`src/rtl/mul_share_ctrl.sv`:
```
// ============================================================================
// Module      : mul_share_ctrl
// Description : Round-robin sequencer sharing one repeated-addition multiplier
//               datapath among NREQ requesters. Optional RUN timeout abort
//               is compiled in with the MUL_TIMEOUT_EN macro.
// Revision    : 1.0 - initial release
// ============================================================================
`default_nettype none

module mul_share_ctrl #(
    parameter int NREQ        = 4,
    parameter int W           = 16,
    parameter int TIMEOUT_CYC = 1023
) (
    input  logic              clk,
    input  logic              rst,
    input  logic [NREQ-1:0]   req,
    input  logic [NREQ*W-1:0] opa,
    input  logic [NREQ*W-1:0] opb,
    output logic [NREQ-1:0]   gnt,
    output logic [NREQ-1:0]   ack,
    output logic              busy,
    output logic [W-1:0]      dp_data,
    output logic              LdA,
    output logic              LdB,
    output logic              LdP,
    output logic              clrP,
    output logic              decB,
    input  logic              eqz,
    output logic              err
);

    localparam int IW = (NREQ > 1) ? $clog2(NREQ) : 1;

    typedef enum logic [2:0] {
        S_IDLE = 3'd0,
        S_LDA  = 3'd1,
        S_LDB  = 3'd2,
        S_RUN  = 3'd3,
        S_DONE = 3'd4
    } state_t;

    state_t        r_state;
    state_t        w_next;
    logic [IW-1:0] r_win;
    logic [IW-1:0] r_rr;
    logic [IW-1:0] w_pick;
    logic          w_found;
    logic [IW:0]   w_cand;
    logic          w_expire;

    // Search upward from the slot after the last winner, wrapping modulo NREQ.
    always_comb begin
        w_found = 1'b0;
        w_pick  = '0;
        w_cand  = '0;
        for (int k = 1; k <= NREQ; k++) begin
            w_cand = {1'b0, r_rr} + (IW+1)'(k);
            if (w_cand >= (IW+1)'(NREQ)) begin
                w_cand = w_cand - (IW+1)'(NREQ);
            end
            if (!w_found && req[w_cand[IW-1:0]]) begin
                w_found = 1'b1;
                w_pick  = w_cand[IW-1:0];
            end
        end
    end

`ifdef MUL_TIMEOUT_EN
    localparam int CW = $clog2(TIMEOUT_CYC + 1);

    logic [CW-1:0] r_cnt;
    logic          r_timeout;

    assign w_expire = (r_state == S_RUN) && !eqz && (r_cnt == CW'(TIMEOUT_CYC));

    // Counter is zeroed in LDB so it reads 0 on the first RUN cycle.
    always_ff @(posedge clk) begin
        if (rst) begin
            r_cnt     <= '0;
            r_timeout <= 1'b0;
        end else begin
            if (r_state == S_LDB) begin
                r_cnt <= '0;
            end else if (r_state == S_RUN && r_cnt != CW'(TIMEOUT_CYC)) begin
                r_cnt <= r_cnt + 1'b1;
            end
            if (r_state == S_RUN) begin
                r_timeout <= w_expire;
            end
        end
    end

    assign err = (r_state == S_DONE) && r_timeout;
`else
    assign w_expire = 1'b0;
    assign err      = 1'b0;
`endif

    always_ff @(posedge clk) begin
        if (rst) begin
            r_state <= S_IDLE;
            r_win   <= '0;
            r_rr    <= IW'(NREQ - 1);
        end else begin
            r_state <= w_next;
            if (r_state == S_IDLE && w_found) begin
                r_win <= w_pick;
            end
            if (r_state == S_DONE) begin
                r_rr <= r_win;
            end
        end
    end

    always_comb begin
        w_next  = r_state;
        gnt     = '0;
        ack     = '0;
        dp_data = '0;
        LdA     = 1'b0;
        LdB     = 1'b0;
        LdP     = 1'b0;
        clrP    = 1'b0;
        decB    = 1'b0;
        busy    = (r_state != S_IDLE);
        if (r_state != S_IDLE) begin
            gnt = NREQ'(1) << r_win;
        end
        case (r_state)
            S_IDLE: begin
                if (w_found) begin
                    w_next = S_LDA;
                end
            end
            S_LDA: begin
                dp_data = opa[r_win*W +: W];
                LdA     = 1'b1;
                w_next  = S_LDB;
            end
            S_LDB: begin
                dp_data = opb[r_win*W +: W];
                LdB     = 1'b1;
                clrP    = 1'b1;
                w_next  = S_RUN;
            end
            S_RUN: begin
                if (eqz || w_expire) begin
                    w_next = S_DONE;
                end else begin
                    LdP  = 1'b1;
                    decB = 1'b1;
                end
            end
            S_DONE: begin
                ack    = NREQ'(1) << r_win;
                w_next = S_IDLE;
            end
            default: begin
                w_next = S_IDLE;
            end
        endcase
    end

endmodule

`default_nettype wire

```
`config.mk`:
```
export PLATFORM = sky130hd
export DESIGN_NAME = mul_share_ctrl
export DESIGN_NICKNAME = d
export VERILOG_FILES = /design/src/rtl/mul_share_ctrl.sv
export SDC_FILE = /design/constraint.sdc
export NUM_CORES = 1
export LEC_CHECK = 0
export BUFFER_PORTS_ARGS = -buffer_cell sky130_fd_sc_hd__buf_2
export CAP_MARGIN = 20
export CORE_MARGIN = 1
export CORE_UTILIZATION = 35
export CTS_BUF_LIST = sky130_fd_sc_hd__clkbuf_4 sky130_fd_sc_hd__clkbuf_8
export DETAILED_ROUTE_END_ITERATION = 10
export PLACE_DENSITY_LB_ADDON = 0.1
export SYNTH_ARGS = -nofsm -noshare
export SYNTH_HDL_FRONTEND = slang
export SYNTH_SLANG_ARGS = --single-unit
export TNS_END_PERCENT = 30
```
`constraint.sdc`:
```
create_clock -name clk -period 1.7 [get_ports clk]
set_input_delay 0.255 -clock clk [delete_from_list [all_inputs] [get_ports clk]]
set_output_delay 0.255 -clock clk [all_outputs]
set_load 0.02 [all_outputs]
```
# ---- Word level (Yosys, flattened, before mapping)
# Cells that the tools add are included.
dict set report word_totals {
  rom_bits 0
  latchBits 0
  ramBits 0
  n_memories 0
  wordCells 68
  input_bits 135
  register_bits 7
}
dict set report classes {
  muxes 30
  n_addsub 8
  magnitude_cmp 8
  eq_ne 6
  div_mod_pow 0
  multipliers 0
  bitwise_logic 0
  shift 3
  reduce_logical 10
}
# cell n
set op_table {}
lappend op_table {{$shiftx 64x7->16} 2}
lappend op_table {{$pmux 16 s2} 1}
lappend op_table {{$mux 2} 8}
lappend op_table {{$ge 3x3->1 const B} 4}
lappend op_table {{$lt 2x3->1 const B} 4}
lappend op_table {{$mux 1} 12}
lappend op_table {{$pmux 3 s4} 1}
lappend op_table {{$bmux 1 s2} 4}
lappend op_table {{$mux 4} 2}
lappend op_table {{$sub 2x1->2 const B} 4}
lappend op_table {{$add 2x2->3 const B} 2}
lappend op_table {{$eq 3x2->1 const B} 2}
lappend op_table {{$mux 3} 2}
lappend op_table {{$logic_and 1x1->1} 4}
lappend op_table {{$ne 2x2->1 const B} 2}
lappend op_table {{$shl 1x2->4 const A} 1}
lappend op_table {{$add 2x1->3 const B} 1}
lappend op_table {{$add 2x3->3 const B} 1}
lappend op_table {{$eq 3x1->1 const B} 1}
lappend op_table {{$eq 3x3->1 const B} 1}
lappend op_table {{$logic_not 1->1} 3}
lappend op_table {{$logic_not 3->1} 1}
lappend op_table {{$reduce_bool 3->1} 1}
lappend op_table {{$reduce_and 2->1} 1}

# ---- Longest topological paths before layout
dict set report logic_depth {
  word_depth 17
  mapped_depth 6
  depth_no_buf 4
}

# ---- Worst setup path before layout
# Ideal clock, no wire load.
dict set report synth_timing {
  path_type {register to output}
  startpoint {register r_win[0]}
  endpoint {output dp_data[10]}
  required_time_ps 1445
  t_arrival_ps 1392
  path_stages_with_launch 5
  setup_slack_ps 53
  path_buffers 2
  cell_sequence {dfxtp_1 > buf_6 > buf_6 > mux4_2 > a22o_1}
}
dict set report synth_between {
  elab_chain_cells 2
  word_cells_on_any_way 3
  cone_classes {shift (2); mux (1)}
}
# element line_no
set synth_lines {}
lappend synth_lines {{from (decl)} 45} ;# logic [IW-1:0] r_win;
lappend synth_lines {{from (signal assigned)} 108} ;# r_win <= w_pick;
lappend synth_lines {{$shiftx 64x7->16, on equally long branches} {142, 137}}
lappend synth_lines {{$pmux 16 s2 *} 130} ;# case (r_state)
lappend synth_lines {{to (decl)} 23} ;# output logic [W-1:0] dp_data,
# Mark *: on every way between the ends. The rest lies on a longest branch, timed or not.

# ---- Worst setup path in the final report
dict set report layout_timing {
  startpoint {register r_win[0]}
  endpoint {output dp_data[11]}
}
# The elaborated chain is that of the path after synthesis.

==> impl_metrics.ini <==
[clocking]
htreeDepth = 1
clockBufferDepth = 2
clkTransAtPathRegs_ps = 40
cts_tree = yes
cts_made_buffers = 3
cts_sinks = 7
clk_latency_ps = 230
ctsRootBufferMaster = clkbuf_8

[final_layout]
diodes = 0
layout_common_cells = buf_2, mux4_2, a22o_1, buf_4, nor2_1
ff_latch_area_um2 = 145
final_common_cell = buf_2
fin_nets = 436
syn2layout_area_growth_pct = 74.8
multi_input_area_um2 = 1180
post-route-cell-area_um2 = 2500
drive_above_1_share_pct = 74.3
fill_cells = 352
fin_util_pct = 65.9

[route]
vias_per_cell = 5.25
totalWireLength_um = 5630
drt_iter0_markers = 80
dr.pass1.iters = 4
antenna_left = 0
num_vias = 1828
avgRoutedWirePerCell_um = 16.2
drc = 0

[grt]
antenna_found_initial = 0
grt_pass1_vias = 1628
grt_max_degree = 24
grt-ovfl-total = 0
grtUsageTotal_pct = 24.6
grt_pass1_wl_um = 8010

[timing]
fin_ws_ps = -244
rsz0062_at_grt = yes
finalCritPeriodShare_pct = 114
slew_violations = 0
final_hold_viol_count = 0
fmax_mhz = 514
fin_worst_skew_ps = 0.777
setup_violations = 16
period_needed_ps = 1940

[worst_hold_path]
worstHoldPathCells = 2
worstHoldEndpoint = r_win[1]$_SDFFE_PP0P_
hold_path_class = input port to register
min_from = rst

[floorplanning]
initial_core_util_pct = 37.7
die_w_um = 66.0
die_y_um = 66.0
placementRows = 22
fp.dieArea_um2 = 4350
io_pins = 166
core_um2 = 3800

[status]
outcome = complete, but fails checks
violations = negative setup slack

[power_and_ir_drop]
peakVddDrop_v = 0.000726
p_leak_uw = 0.00126
power.total_uw = 1450
powerDensity_nw_per_um2 = 578

[placement]
hpwl_um = 4640
gp_congestion = 0.744
io_buffers = 164
dpl_cell_area_um2 = 2340

[worst_setup_path]
path_class = register to output port
regToRegStartpoint = r_state[2]$_SDFFE_PP0P_
startpoint_type = register
cp_data_required_time_ps = 1440
r2r_slack_ps = 270
crit_arrival_ps = 1690
r2r-end = r_win[1]$_SDFFE_PP0P_
cp_max_fo = 11
reg2regPathDepth = 5
end_kind = output port

[logic_synthesis]
yosys_warnings = 0
synth_fp_nets = 267
synth_area_um2 = 1430
synth-edff-count = 0
synthArstFlopShare_pct = 0
ys_seq_elements = 7
syn_area_per_cell_um2 = 10.9
yosysSeqAreaShare_pct = 9.78
yosysUniqueCellTypes = 34
syn_inst = 132
ys.flop_type = dfxtp_1

[run]
drv_cap = 0
layout make-up:
cell class | instances | area share (%)
tap | 48 | 2.40
sequential | 7 | 5.80
timing repair buffer | 178 | 41.7
clock buffer | 4 | 1.95
inverter | 5 | 0.850
multi-input combinational | 106 | 47.3
critical path: stages, from the launching register on:
cell	delay, ps
dfxtp_4	410
buf_12	160
mux4_2	500
a22o_1	230
buf_2	160
per-stage QoR:
step                      hold WS (ps)  setup slack, ps  cells  TNS, ps
after floorplan                    323             52.5    132        0
after global placement             519            -13.6    340    -72.1
after detailed placement           520            -28.0    340     -192
after CTS                          281             -251    348    -3740
after global routing               293             -313    348    -4730
final                              278             -244    348    -3670
routing by layer:
metal  global-route usage (%)  share of wire, %
met1                     26.8                36
met2                     47.6                55
met3                     4.31               7.1
met4                     7.18               1.8
met5                        0                 0
kinds of logic (layout without fill, tap and decap cells):
kind of cell           after synthesis  after routing  share of synthesized area (%)
AND/OR/NAND/NOR                     42             42                           15.5
multiplexers                        34             34                           50.0
AO/OA/AOI/OAI                       29             29                           15.9
buffers and inverters               19            187                           8.56
flip-flops                           7              7                           9.78
other                                1              1                          0.262
state kept, by name (all words and copies together) (netlist names):
name	cells
r_win	2
r_state	3
r_rr	2
cell usage after synthesis, types with 2 or more instances:
master	n	area share [%]
nand3b_1	3	1.6
a22o_1	15	9.2
a21oi_1	5	1.7
mux4_2	30	47
nand2_1	8	2.1
nor3_1	2	0.70
buf_4	5	2.6
inv_1	4	1.0
clkbuf_1	3	0.79
o22ai_1	2	0.87
nor2_1	12	3.1
dfxtp_1	7	9.8
nand3_1	3	1.0
mux2i_1	4	2.8
buf_2	2	0.70
nand2b_1	6	2.6
buf_6	4	3.1
power by group:
part	switching, uW	internal, uW	total [uW]
Combinational	428	571	999
Clock	70.3	178	248
Sequential	19.3	179	199
Total	518	928	1450
how the worst max path moves through the flow:
stage	startpoint	end	slack (ps)	depth (start not counted)
final	r_win[0]$_SDFFE_PP0P_	dp_data[11]	-240	4
after global routing	r_win[0]$_SDFFE_PP0P_	dp_data[11]	-310	4
after CTS	r_win[0]$_SDFFE_PP0P_	dp_data[11]	-250	4
after detailed placement	r_win[0]$_SDFFE_PP0P_	dp_data[5]	-30	4
after global placement	r_win[0]$_SDFFE_PP0P_	dp_data[7]	-10	4
after floorplan	r_win[0]$_SDFFE_PP0P_	dp_data[10]	50	4
timing repair:
action | in CTS | in global routing
pin swaps | 0 | 1
endpoints found under the setup margin | 17 | 25
hold buffers | 0 | 0
gates resized for setup | 3 | 13
gates cloned | 2 | 0
setup buffers | 2 | 0
Note: power is estimated with default switching activity, not from simulation.
